## src/rtl/op_share_if.sv

```systemverilog
// Request/result bus for op_share_arbiter: NREQ packed requester lanes in, one result out.
interface op_share_if #(
  parameter int W    = 8,
  parameter int NREQ = 4
);
  localparam int IW = $clog2(NREQ);

  logic [NREQ-1:0]   req_valid;
  logic [NREQ-1:0]   req_ready;
  logic [NREQ*W-1:0] req_a;
  logic [NREQ*W-1:0] req_b;
  logic [NREQ-1:0]   req_op;
  logic              res_valid;
  logic              res_ready;
  logic [W-1:0]      res_data;
  logic [IW-1:0]     res_id;
  logic              res_flag;

  modport master (
    output req_valid, req_a, req_b, req_op, res_ready,
    input  req_ready, res_valid, res_data, res_id, res_flag
  );

  modport slave (
    input  req_valid, req_a, req_b, req_op, res_ready,
    output req_ready, res_valid, res_data, res_id, res_flag
  );
endinterface

```

## src/rtl/op_share_arbiter.sv

```systemverilog
// Round-robin arbiter in front of one shared (A&B)+1 / (A|B)-1 unit, one op in flight.
// Optional carry/borrow flag on res_flag when OP_SHARE_RESULT_FLAG_EN is defined.
//
// state | meaning
// IDLE  | searching for a requester; req_ready pulses combinationally on the grant
// CALC  | operands captured, intermediate (A&B or A|B) evaluated
// OUT   | result presented, held until res_ready
module op_share_arbiter #(
  parameter int W    = 8,
  parameter int NREQ = 4
) (
  input  logic        clk,
  input  logic        rst_n,
  op_share_if.slave   bus,
  output logic        busy,
  output logic [15:0] op_count
);
  localparam int IW = $clog2(NREQ);
  localparam logic [W-1:0] ONE = {{(W-1){1'b0}}, 1'b1};

  typedef enum logic [1:0] {IDLE, CALC, OUT} state_t;

  state_t          state;
  logic [IW-1:0]   last_grant;
  logic [IW-1:0]   gnt_idx;
  logic            gnt_any;
  logic [NREQ-1:0] ready_c;
  logic [W-1:0]    sel_a, sel_b;
  logic            sel_op;
  logic [W-1:0]    a_q, b_q;
  logic            op_q;
  logic [IW-1:0]   id_q;
  logic [W-1:0]    mid;
  logic            res_valid_q;
  logic [W-1:0]    res_data_q;
  logic [IW-1:0]   res_id_q;

  // Search starts one past the last winner and wraps, so a held request waits at most NREQ-1 ops.
  always_comb begin
    int j;
    j       = 0;
    gnt_any = 1'b0;
    gnt_idx = '0;
    for (int k = 0; k < NREQ; k++) begin
      j = int'(last_grant) + 1 + k;
      if (j >= NREQ) j = j - NREQ;
      if (!gnt_any && bus.req_valid[IW'(j)]) begin
        gnt_any = 1'b1;
        gnt_idx = IW'(j);
      end
    end
  end

  always_comb begin
    sel_a  = '0;
    sel_b  = '0;
    sel_op = 1'b0;
    for (int i = 0; i < NREQ; i++) begin
      if (IW'(i) == gnt_idx) begin
        sel_a  = bus.req_a[i*W +: W];
        sel_b  = bus.req_b[i*W +: W];
        sel_op = bus.req_op[i];
      end
    end
  end

  // rst_n gates the grant so req_ready is low throughout reset, not just after the first edge.
  always_comb begin
    ready_c = '0;
    if (rst_n && state == IDLE && gnt_any) ready_c[gnt_idx] = 1'b1;
  end

  assign mid = op_q ? (a_q | b_q) : (a_q & b_q);

  always_ff @(posedge clk or negedge rst_n) begin
    if (!rst_n) begin
      state       <= IDLE;
      last_grant  <= IW'(NREQ - 1);
      a_q         <= '0;
      b_q         <= '0;
      op_q        <= 1'b0;
      id_q        <= '0;
      res_valid_q <= 1'b0;
      res_data_q  <= '0;
      res_id_q    <= '0;
      op_count    <= 16'd0;
    end else begin
      case (state)
        IDLE: begin
          if (gnt_any) begin
            a_q        <= sel_a;
            b_q        <= sel_b;
            op_q       <= sel_op;
            id_q       <= gnt_idx;
            last_grant <= gnt_idx;
            state      <= CALC;
          end
        end
        CALC: begin
          res_data_q  <= op_q ? (mid - ONE) : (mid + ONE);
          res_id_q    <= id_q;
          res_valid_q <= 1'b1;
          state       <= OUT;
        end
        OUT: begin
          if (bus.res_ready) begin
            res_valid_q <= 1'b0;
            op_count    <= op_count + 16'd1;
            state       <= IDLE;
          end
        end
        default: state <= IDLE;
      endcase
    end
  end

`ifdef OP_SHARE_RESULT_FLAG_EN
  logic flag_q;

  always_ff @(posedge clk or negedge rst_n) begin
    if (!rst_n)             flag_q <= 1'b0;
    else if (state == CALC) flag_q <= op_q ? (mid == '0) : (&mid);
  end

  assign bus.res_flag = flag_q;
`else
  assign bus.res_flag = 1'b0;
`endif

  assign bus.req_ready = ready_c;
  assign bus.res_valid = res_valid_q;
  assign bus.res_data  = res_data_q;
  assign bus.res_id    = res_id_q;
  assign busy          = (state != IDLE);
endmodule
```

## src/flat_wrapper.sv

```systemverilog
// flat-port wrapper written by rule: the top's interface ports become plain ports
module op_share_arbiter_flat 
#(
  parameter int W    = 8,
  parameter int NREQ = 4
)
  (clk, rst_n, busy, op_count, bus_req_valid, bus_req_a, bus_req_b, bus_req_op, bus_res_ready, bus_req_ready, bus_res_valid, bus_res_data, bus_res_id, bus_res_flag);
  op_share_if #(.W(W), .NREQ(NREQ)) bus_i ();
  input  logic clk;
  input  logic rst_n;
  output logic busy;
  output logic [15:0] op_count;
  input wire logic [$bits(bus_i.req_valid)-1:0] bus_req_valid;
  input wire logic [$bits(bus_i.req_a)-1:0] bus_req_a;
  input wire logic [$bits(bus_i.req_b)-1:0] bus_req_b;
  input wire logic [$bits(bus_i.req_op)-1:0] bus_req_op;
  input wire logic [$bits(bus_i.res_ready)-1:0] bus_res_ready;
  output wire logic [$bits(bus_i.req_ready)-1:0] bus_req_ready;
  output wire logic [$bits(bus_i.res_valid)-1:0] bus_res_valid;
  output wire logic [$bits(bus_i.res_data)-1:0] bus_res_data;
  output wire logic [$bits(bus_i.res_id)-1:0] bus_res_id;
  output wire logic [$bits(bus_i.res_flag)-1:0] bus_res_flag;
  assign bus_i.req_valid = bus_req_valid;
  assign bus_i.req_a = bus_req_a;
  assign bus_i.req_b = bus_req_b;
  assign bus_i.req_op = bus_req_op;
  assign bus_i.res_ready = bus_res_ready;
  assign bus_req_ready = bus_i.req_ready;
  assign bus_res_valid = bus_i.res_valid;
  assign bus_res_data = bus_i.res_data;
  assign bus_res_id = bus_i.res_id;
  assign bus_res_flag = bus_i.res_flag;
  op_share_arbiter #(.W(W), .NREQ(NREQ)) u_core (.clk(clk), .rst_n(rst_n), .bus(bus_i), .busy(busy), .op_count(op_count));
endmodule
```

## config.mk

```make
export PLATFORM = sky130hd
export DESIGN_NAME = op_share_arbiter_flat
export DESIGN_NICKNAME = d
export VERILOG_FILES = /design/src/rtl/op_share_if.sv /design/src/rtl/op_share_arbiter.sv /design/src/flat_wrapper.sv
export SDC_FILE = /design/constraint.sdc
export NUM_CORES = 1
export LEC_CHECK = 0
export ABC_AREA = 1
export CAP_MARGIN = 20
export CORE_ASPECT_RATIO = 1.2
export CORE_MARGIN = 5
export CORE_UTILIZATION = 47
export CTS_CLUSTER_DIAMETER = 100
export CTS_CLUSTER_SIZE = 28
export DETAILED_ROUTE_END_ITERATION = 6
export GPL_TIMING_DRIVEN = 0
export PLACE_DENSITY = 0.82
export SYNTH_ARGS = -nofsm -noshare
export SYNTH_HDL_FRONTEND = slang
export SYNTH_SLANG_ARGS = --single-unit
```

## constraint.sdc

```tcl
create_clock -name clk -period 2.65 [get_ports clk]
set_clock_uncertainty 0.2 [all_clocks]
set_input_delay 0.6625 -clock clk [delete_from_list [all_inputs] [get_ports clk]]
set_output_delay 0.6625 -clock clk [all_outputs]
set_load 0.03 [all_outputs]
```

==> results by group <==
Run status
  – Outcome: complete, but fails checks
  – Failing checks: negative setup slack

Routing
  – Drt first pass iters: 4
  – Drt initial violations: 109
  – Vias/cell: 5.209
  – Final WL: 9423 µm
  – Via total after detailed routing: 3490
  – WL/cell: 14.06 µm
  – DRC Markers: 0
  – DRT antenna net count: 0

Setup path
  – Arrival time at the worst endpoint: 2.20 ns
  – R2R depth: 16
  – CP max FO: 6
  – Worst R2R Start: u_core.last_grant[0]
  – Worst EP required: 1.79 ns
  – CP Capture Type: primary output
  – Critical R2R Capture: u_core.id_q[0]
  – Setup CP Type: flop to primary output
  – Startpoint Class: flop
  – Reg2Reg Setup Slack: 0.12 ns

Timing
  – RSZ-0062 raised after global routing: true
  – Minimum clock period: 3.061 ns
  – Hold Vio Cnt, Final: 0
  – Fmax: 326.7 MHz
  – Fin Hold WS: 0.05304 ns
  – Endpoints failing setup: 4
  – Tcrit/Tclk final: 115.5%
  – Fin worst setup slack: -0.4109 ns
  – Final Max Tran Viols: 0

Logic synthesis
  – Top FF cell, synth: dfrtp_1
  – Post-synth ARST share: 100.0%
  – Sequential area share after synthesis: 38.06%
  – Netlist cell types: 34
  – #FFs+latches synth: 50
  – Post-synthesis cell area: 3294 µm²
  – Synthesized instance count: 443
  – Average cell area after synthesis: 7.437 µm²
  – Ys Warns: 0
  – EDFF count, synth: 0
  – Synthesized net count: 526

Worst hold path
  – Hold Crit Class: primary input to async pin

Clock network
  – Clock Tree Buf Depth: 2
  – CTS tree: built
  – Num Clock Sinks: 50
  – CTS Buf Count: 5
  – Htree depth: 2
  – Clk_lat worst skew: 0.30 ns
  – CTS root buf: clkbuf_8
  – Post-CTS Hold Buffers: 0
  – Clock-pin slew on the worst setup and hold paths: 0.09 ns

Floorplan
  – Top Ports: 108
  – Die span in y: 101.7 µm
  – Row count: 33
  – Core area: 6854 µm²
  – Die width: 86.43 µm
  – Initial Util: 48.06%
  – DIE AREA: 8790 µm²

GRT
  – Vias in the first global route: 3628
  – Initial antenna violation count: 0
  – GRT Util Overall: 21.93%
  – Largest net degree at the start of global routing: 38
  – GRT overflow: 0
  – Global-route wire length before repair: 15630 µm

Layout
  – Ant diodes: 0
  – Util after Layout: 73.13%
  – Fill count: 550
  – Commonest non-fill, non-tap cell in the layout: clkdlybuf4s50_1
  – Ratio of cells with drive above 1 in the final layout: 21.61%
  – Layout net count: 665
  – Most frequent cells in the layout: clkdlybuf4s50_1, nand2_1, nand3_1
  – Layout overhead on the synthesized area: 52.15%

Power and ir drop
  – Int Power: 3978 µW
  – Leakage: 0.002372 µW
  – NetSw: 3965 µW
  – Power density cells: 1585 nW/µm²
  – Clock Power Share: 5.7%
  – Logic pwr share: 77.6%
  – Switching part of the total: 49.92%
  – Part of the power in registers: 16.7%
  – Max rail drop VDD: 1454 µV
  – Pwr Total: 7942 µW

Place
  – Gp weighted congestion: 0.8775
  – DP HPWL: 7083 µm
  – IO Port Bufs: 106

Run
  – Max-cap violations: 0
==> repair_timing <==
action,4_1_cts,5_1_grt
setup buffers,22,3
setup endpoints to repair,5,19
pin swaps,19,5
gates resized for setup,71,30
==> cell usage after synthesis, types with 3 or more instances <==
master   number  area, µm²
nand2_1     118      442.9
nand3_1      54      270.3
nor2_1       52      195.2
dfrtp_1      48       1201
inv_1        42      157.7
o21ai_0      20      100.1
a21oi_1      12      60.06
nand3_2      11      110.1
xnor2_1      10      87.58
buf_6         9      101.4
nand4_1       8      50.05
ha_1          7      87.58
nand2_2       6      37.54
xor2_1        6      52.55
buf_4         5      37.54
maj3_1        5      50.05
o21ai_1       4      20.02
inv_2         3      11.26
==> sequential cells by signal, indices dropped and copies added (netlist names) <==
signal	flops
u_core.id_q	2
u_core.state	2
u_core.op_count	16
u_core.bus.res_id	2
u_core.b_q	8
u_core.bus.res_data	8
u_core.op_q	1
u_core.last_grant	2
u_core.a_q	8
u_core.bus.res_valid	1
==> critical path, stage by stage (launching register included) <==
cell	delay (ns)
dfstp_2	0.54
buf_6	0.13
buf_6	0.13
nand2_1	0.09
nand3_2	0.09
nand2_2	0.06
nor2_4	0.11
nand3_4	0.11
nand3_4	0.13
inv_4	0.06
buf_6	0.12
nor3_4	0.16
buf_6	0.15
==> metal layers <==
layer	vias to the layer above	routed length, µm	GRT usage (%)
li1	1692	-	-
met1	1634	3478	23.68
met2	134	4889	40.75
met3	30	732	5.207
met4	0	323	8.753
met5	-	0	0
==> how the worst max path moves through the flow <==
stage,start,to
finish,u_core.last_grant[0],bus_req_ready[0]
global route,u_core.last_grant[0],bus_req_ready[1]
CTS,u_core.last_grant[0],bus_req_ready[1]
detailed placement,bus_req_valid[2],bus_req_ready[0]
global placement,rst_n,bus_req_ready[0]
floorplan,bus_req_valid[0],bus_req_ready[0]
==> cell type report <==
type / count / area [µm²] / share of cell area, %
buffer: 19 / 202.7 / 4.044
clock buffer: 7 / 86.33 / 1.722
clock inverter: 1 / 5.005 / 0.09985
multi-input combinational: 327 / 1892 / 37.74
timing repair buffer: 132 / 1271 / 25.36
sequential: 50 / 1255 / 25.04
tap: 87 / 108.9 / 2.172
inverter: 47 / 191.4 / 3.819
==> cells by family after synthesis <==
| family | after synthesis | share of synthesized area, % |
|---|---|---|
| simple gates | 257 | 35.66 |
| buf+inv | 66 | 10.71 |
| flops | 50 | 38.06 |
| compound gates | 39 | 6.077 |
| xor+xnor | 16 | 4.254 |
| fa+ha+maj | 13 | 4.785 |
| other cells | 1 | 0.1138 |
| mux | 1 | 0.3418 |
==> per-stage QoR <==
stage | TNS (ns) | worst slack (ns) | instances | instance area [µm²]
after CTS | -1.327 | -0.3782 | 667 | 4910
after global routing | -1.966 | -0.5252 | 670 | 5012
after global placement | -44.35 | -2.176 | 636 | 4514
final | -1.474 | -0.4109 | 670 | 5012
after detailed placement | -7.243 | -1.156 | 637 | 4529
after floorplan | 0 | 0.003611 | 443 | 3344
==> power groups by stage <==
| stage | Combinational, µW | Clock [µW] | Sequential, µW |
|---|---|---|---|
| 6_report | 6160 | 450 | 1330 |
| 5_1_grt | 6820 | 481 | 1380 |
| 4_1_cts | 5810 | 457 | 1320 |
| 3_5_place_dp | 5050 | 0 | 1340 |
| 3_3_place_gp | 4930 | 0 | 1320 |
| 2_1_floorplan | 3590 | 0 | 1520 |
Note: power is estimated with default switching activity, not from simulation.
